$ cat config.mk
export PLATFORM = sky130hd
export DESIGN_NAME = xge_mac_stat_reg_block
export DESIGN_NICKNAME = d
export VERILOG_FILES = /design/src/rtl/xge_mac_stat_reg_block.sv
export SDC_FILE = /design/constraint.sdc
export NUM_CORES = 1
export LEC_CHECK = 0
export CORE_ASPECT_RATIO = 1.25
export CORE_MARGIN = 5
export CORE_UTILIZATION = 40
export CTS_CLUSTER_DIAMETER = 30
export CTS_CLUSTER_SIZE = 12
export DETAILED_ROUTE_END_ITERATION = 10
export PLACE_DENSITY = 0.73
export SYNTH_ARGS = -nofsm -noshare
export SYNTH_HDL_FRONTEND = slang
export SYNTH_SLANG_ARGS = --single-unit
$ cat constraint.sdc
create_clock -name clk -period 4.4 [get_ports clk]
set_input_delay 0.88 -clock clk [delete_from_list [all_inputs] [get_ports clk]]
set_output_delay 0.88 -clock clk [all_outputs]
set_load 0.02 [all_outputs]
$ cat src/rtl/xge_mac_stat_reg_block.sv
// Statistics/status register block: CONFIG, STATUS, W1C interrupt status/mask and saturating counters.
// Optional macro XGE_MAC_STAT_CLR_ON_READ_EN makes counter reads destructive.
module xge_mac_stat_reg_block #(
  parameter int REG_DATA_WIDTH = 32,
  parameter int REG_ADDR_WIDTH = 32,
  parameter int BASE_ADDRESS   = 0,
  parameter int NUM_CNT        = 4,
  parameter logic [REG_DATA_WIDTH-1:0] CFG_RESET = 'h4
) (
  input  logic                      clk,
  input  logic                      resetn,
  input  logic [REG_ADDR_WIDTH-1:0] regb_addr_i,
  input  logic [REG_DATA_WIDTH-1:0] regb_wdata_i,
  input  logic                      regb_wen_i,
  input  logic                      regb_ren_i,
  output logic [REG_DATA_WIDTH-1:0] regb_rdata_o,
  output logic                      regb_ack_o,
  output logic                      regb_error_o,
  input  logic [NUM_CNT-1:0]        cnt_inc_i,
  input  logic [REG_DATA_WIDTH-1:0] status_i,
  output logic [REG_DATA_WIDTH-1:0] cfg_o,
  output logic                      irq_o
);

`ifdef XGE_MAC_STAT_CLR_ON_READ_EN
  localparam bit CLR_ON_READ = 1'b1;
`else
  localparam bit CLR_ON_READ = 1'b0;
`endif

  localparam logic [REG_ADDR_WIDTH-1:0] A_CFG = REG_ADDR_WIDTH'(BASE_ADDRESS + 'h0);
  localparam logic [REG_ADDR_WIDTH-1:0] A_STA = REG_ADDR_WIDTH'(BASE_ADDRESS + 'h4);
  localparam logic [REG_ADDR_WIDTH-1:0] A_IST = REG_ADDR_WIDTH'(BASE_ADDRESS + 'h8);
  localparam logic [REG_ADDR_WIDTH-1:0] A_MSK = REG_ADDR_WIDTH'(BASE_ADDRESS + 'hC);
  localparam logic [REG_DATA_WIDTH-1:0] CNT_MAX = '1;
  localparam logic [REG_DATA_WIDTH-1:0] CNT_PRE = CNT_MAX - REG_DATA_WIDTH'(1);

  logic [REG_DATA_WIDTH-1:0] cfg_q;
  logic [NUM_CNT-1:0]        int_status;
  logic [NUM_CNT-1:0]        int_mask;
  logic [REG_DATA_WIDTH-1:0] cnt [NUM_CNT];

  logic                      hit_cfg, hit_sta, hit_ist, hit_msk;
  logic [NUM_CNT-1:0]        hit_cnt;
  logic [REG_DATA_WIDTH-1:0] rd_val;
  logic                      req, err, wr_ok, rd_ok;
  logic [NUM_CNT-1:0]        clr_rd, sat_set;

  always_comb begin
    hit_cfg = (regb_addr_i == A_CFG);
    hit_sta = (regb_addr_i == A_STA);
    hit_ist = (regb_addr_i == A_IST);
    hit_msk = (regb_addr_i == A_MSK);
    hit_cnt = '0;
    rd_val  = '0;
    if (hit_cfg) rd_val = cfg_q;
    if (hit_sta) rd_val = status_i;
    if (hit_ist) rd_val = REG_DATA_WIDTH'(int_status);
    if (hit_msk) rd_val = REG_DATA_WIDTH'(int_mask);
    for (int i = 0; i < NUM_CNT; i++) begin
      hit_cnt[i] = (regb_addr_i == REG_ADDR_WIDTH'(BASE_ADDRESS + 16 + 4 * i));
      if (hit_cnt[i]) rd_val = cnt[i];
    end
  end

  // Erroring requests are acked but must not touch any register.
  assign req   = regb_wen_i | regb_ren_i;
  assign err   = (regb_wen_i & regb_ren_i)
               | ~(hit_cfg | hit_sta | hit_ist | hit_msk | (|hit_cnt))
               | (regb_wen_i & (hit_sta | (|hit_cnt)));
  assign wr_ok = regb_wen_i & ~err;
  assign rd_ok = regb_ren_i & ~err;

  always_comb begin
    clr_rd  = '0;
    sat_set = '0;
    for (int i = 0; i < NUM_CNT; i++) begin
      clr_rd[i]  = CLR_ON_READ & rd_ok & hit_cnt[i];
      sat_set[i] = cnt_inc_i[i] & ~clr_rd[i] & (cnt[i] == CNT_PRE);
    end
  end

  always_ff @(posedge clk) begin
    if (!resetn) begin
      cfg_q        <= CFG_RESET;
      int_status   <= '0;
      int_mask     <= '0;
      regb_rdata_o <= '0;
      regb_ack_o   <= 1'b0;
      regb_error_o <= 1'b0;
      irq_o        <= 1'b0;
    end else begin
      regb_ack_o   <= req;
      regb_error_o <= req & err;
      if (regb_ren_i) regb_rdata_o <= err ? '0 : rd_val;
      if (wr_ok && hit_cfg) cfg_q <= regb_wdata_i;
      if (wr_ok && hit_msk) int_mask <= regb_wdata_i[NUM_CNT-1:0];
      // A saturation event in the same cycle as its W1C clear wins.
      int_status <= sat_set |
                    (int_status & ~((wr_ok && hit_ist) ? regb_wdata_i[NUM_CNT-1:0] : '0));
      irq_o <= |(int_status & int_mask);
    end
  end

  always_ff @(posedge clk) begin
    if (!resetn) begin
      for (int i = 0; i < NUM_CNT; i++) cnt[i] <= '0;
    end else begin
      for (int i = 0; i < NUM_CNT; i++) begin
        if (clr_rd[i]) cnt[i] <= REG_DATA_WIDTH'(cnt_inc_i[i]);
        else if (cnt_inc_i[i] && cnt[i] != CNT_MAX) cnt[i] <= cnt[i] + REG_DATA_WIDTH'(1);
      end
    end
  end

  assign cfg_o = cfg_q;

endmodule

Word level (Yosys, flattened, before mapping)
Memory sizes are Yosys's and may differ from the RTL's.
Cells that the tools add are included.
{"block": "op_classes", "n_addsub": 4, "eq_ne": 15, "n_mux": 27, "bitwise": 26, "n_reduce_logical": 10}
{"cell": "32-bit two-way mux", "count": 13}
{"cell": "32-bit by 1-bit adder with 32-bit output, second input constant", "count": 4}
{"cell": "32-bit equality test, second input constant", "count": 4}
{"cell": "32-bit by 5-bit equality test with 1-bit output, second input constant", "count": 4}
{"cell": "32-bit inequality test, second input constant", "count": 4}
{"cell": "32-bit by 4-bit equality test with 1-bit output, second input constant", "count": 2}
{"cell": "32-bit by 3-bit equality test with 1-bit output, second input constant", "count": 1}
{"cell": "32-bit logical NOT", "count": 1}
{"cell": "1-bit two-way mux", "count": 13}
{"cell": "1-bit bitwise OR", "count": 12}
{"cell": "1-bit AND", "count": 8}
{"cell": "4-bit AND", "count": 2}
{"cell": "4-bit OR reduction", "count": 2}
{"cell": "1-bit logical AND", "count": 7}
{"cell": "4-bit two-way mux", "count": 1}
{"cell": "4-bit inverter", "count": 1}
{"cell": "4-bit bitwise OR", "count": 1}
{"cell": "1-bit inverter", "count": 2}
{"block": "totals", "register_bits": 75, "mem_bits_rw": 128, "input_bits": 104, "output_inout_bits": 67, "wordCells": 90, "mem_count": 1}
{"name": "cnt", "depth": 4, "word_bits": 32, "read_ports": 4, "rd_clocked_by_memory_dff": 0, "wr": 4, "line_no": "41", "text": "logic [REG_DATA_WIDTH-1:0] cnt [NUM_CNT];"}

Logic depth before layout (Yosys ltp)
{"block": "depth", "word_depth": 15, "ltp_mapped": 8}

Worst setup path after synthesis
Ideal clock, no wire load.
{"block": "synth_path", "path_type": "register to register", "from": "memory cnt[0][0]", "to": "memory cnt[0][0] (enable)", "t_arrival_ps": 3310, "required_ps": 3934, "slack_ps": 625, "path_stages_with_launch": 6, "path_buffers": 1, "cell_sequence": "edfxtp_1 > ha_1 > clkbuf_1 > inv_1 > nor4_2 > o21ai_0"}
{"element": "start, declared", "line_no": "41"}

==> results_dict.tcl <==
set metrics [dict create \
    drive_gt1_frac 0.0967 \
    finalWorstPathRequiredPeriod_ns 3.04 \
    grt_max_degree 79 \
    netlist_area_um2 11300 \
    hpwl_mm 25.6 \
    synth_seq_area_share 0.473 \
    finalNonFillerCells 1757 \
    r2r_cells 7 \
    cp.required_ns 4.66 \
    rsz0062_at_grt "false" \
    netlist_instances 1230 \
    top_usage_layer "met2" \
    synth_cell_types 58 \
    ir_worst_vdd_uv 343 \
    multi_input_area_um2 5580 \
    arrival_ns 3.30 \
    async_flop_share 0 \
    coreArea_um2 27700 \
    post_dp_cell_area_um2 13200 \
    initial_core_util 0.408 \
    rr_startpoint "cnt[3][0]" \
    synth-edff-count 128 \
    power_density_nw_per_um2 375 \
    cts-hold-fix-buffers 0 \
    viasPerCell 5.75 \
    antenna_found_initial 1 \
    post-cts-setup-buffers 0 \
    met2_usage 0.377 \
    fin_worst_skew_ns 0.0215 \
    routabilityCongestion 0.935 \
    ys.flop_type "edfxtp_1" \
    core.rowCount 68 \
    status "finished clean" \
    crit_path_cell_trace "ha_1 > and3_1 > nand3_1 > or2_2 > o211ai_2 > buf_4 > nor2_1" \
    drtIter0Drc 1046 \
    grt_pass1_vias 9747 \
    via_count 10100 \
    critPathLaunch "cnt[3][0]" \
    clk_latency_ns 0.52 \
    cts_buffers 37 \
    leakagePower_nw 4.86 \
    clk_pin_slew_ns 0.05 \
    final-seq-area_um2 5350 \
    dp_cells 1689 \
    critical_path_class "register to register" \
    fin_area_um2 14500 \
    htree_levels 2 \
    cpMaxStageDelayCell "o211ai_2" \
    ant_nets 0 \
    die_w_um 160 \
    grtUsageTotal 0.217 \
    cts_tree "built" \
    tightest_slew_ns 1.06 \
    fmax_ghz 0.329 \
    clkSinkCount 203 \
    slowest_delay_ns 0.63 \
    ys_warn_count 0 \
    cts_buffer_depth 3 \
    avgSynthCellArea_um2 9.19 \
    path_max_fanout 17 \
    clockRootBuffer "clkbuf_16" \
    fin_nets 1490 \
    dieArea_um2 31800 \
    grt.met1_usage 0.271 \
    wl_per_cell_um 20.0 \
    drcViolationCount 0 \
    min_period_over_period 0.691 \
    grt_pass1_wl_mm 54.8 \
    ctsResizeCount 0 \
    final_hold_viol_count 0 \
    maxCapViolCount 0 \
    io_buffer_count 170 \
    ys_ff_latch 203 \
    synth_nets 1342 \
    drtPass1Iterations 5 \
    start_kind "register" \
    die_h_um 198 \
    grt_use_met3 0.0402 \
    r2r_slack_ns 1.36 \
    area_growth_pct 28.0 \
    final_cell_mix "clkdlybuf4s50_1 (166), nor2_1 (156), edfxtp_1 (128)" \
    mostFrequentLayoutCell "clkdlybuf4s50_1" \
    tns_ns 0 \
    routed_wl_mm 35.2 \
    holdCritPathClass "register to register" \
    slew-limit-headroom 0.287 \
    worstSetupEndpoint "cnt[3][29]" \
    drv_slew 0 \
    r2r-end "cnt[3][29]" \
    gr-total-overflow 0 \
    num-fill-cells 2495 \
    endpoint_kind "register" \
    setup_viol 0 \
    num_io_pins 171 \
]
final cells by class:
cell class,count,share of cell area
sequential,203,0.369
antenna,1,0.000173
inverter,17,0.00441
clock inverter,20,0.0119
multi-input combinational,931,0.386
timing repair buffer,188,0.126
tap,350,0.0303
clock buffer,47,0.0730
cell families (layout without fill, tap and decap cells):
kind of cell             after synthesis  after routing  share of synthesized area
AND/OR/NAND/NOR                      546            546                      0.238
buffers and inverters                 96            272                     0.0351
AO/OA/AOI/OAI                        228            228                      0.120
XOR/XNOR                             110            110                     0.0852
flip-flops                           203            203                      0.473
multiplexers                          39             39                     0.0398
other                                  0              1                          0
adder cells (fa/ha/maj)                8              8                    0.00885
cell usage after synthesis, drive strengths merged (19+ instances only):
cell type | number | share of area
dfxtp | 75 | 0.13
clkbuf | 64 | 0.021
nor4 | 24 | 0.015
xnor2 | 51 | 0.040
nand4 | 53 | 0.031
nand3 | 82 | 0.036
edfxtp | 128 | 0.34
nor2b | 28 | 0.015
nor2 | 156 | 0.052
a21oi | 40 | 0.018
nand2 | 121 | 0.040
mux2 | 28 | 0.028
o22ai | 27 | 0.015
xor2 | 59 | 0.046
o21ai | 100 | 0.044
a211oi | 25 | 0.017
nor3 | 19 | 0.0084
layer usage:
| layer | up-vias | wire length (µm) |
|---|---|---|
| li1 | 4787 | - |
| met1 | 4794 | 14000 |
| met2 | 454 | 17500 |
| met3 | 60 | 2590 |
| met4 | 0 | 1060 |
| met5 | - | 0 |
registers in the layout, summed over array words and instances, names as in the netlist:
name,count
regb_rdata_o,32
regb_error_o,1
regb_ack_o,1
irq_o,1
int_mask,4
int_status,4
cnt,128
cfg_o,32
how the worst min path moves through the flow:
stage,start,to,slack [ns],cells after the start
5_1_grt,regb_rdata_o[18],regb_rdata_o[18],0.47,2
2_1_floorplan,int_mask[2],int_mask[2],0.48,1
3_3_place_gp,regb_rdata_o[9],regb_rdata_o[9],0.43,2
6_report,regb_rdata_o[18],regb_rdata_o[18],0.45,2
4_1_cts,regb_rdata_o[18],regb_rdata_o[18],0.45,2
3_5_place_dp,regb_rdata_o[21],regb_rdata_o[21],0.44,2
power breakdown:
group	total [W]	internal, W	leakage [nW]	switching [W]
clock network	0.00276	0.00177	0.582	0.000995
registers	0.00223	0.00211	2.02	0.000122
logic	0.000436	0.000200	2.26	0.000236
worst max-delay path: cells and delay by family, from the launching register on:
kind	cells	cell delay, ns
adders and majority gates	1	0.26
AOI/OAI and AO/OA	1	0.63
DFF	1	0.49
buffers and inverters	1	0.35
and+or+nand+nor	4	1.04
per-stage QoR:
step,setup slack (ns),util,power [W],hold WS [ns]
floorplan,0.625,-,0.00247,0.477
global placement,0.957,0.477,0.00268,0.434
detailed placement,0.887,0.477,0.00269,0.444
CTS,1.38,0.522,0.00545,0.453
global route,1.14,0.522,0.00559,0.475
finish,1.36,0.522,0.00543,0.447
Power figures use the tool's default switching activity.
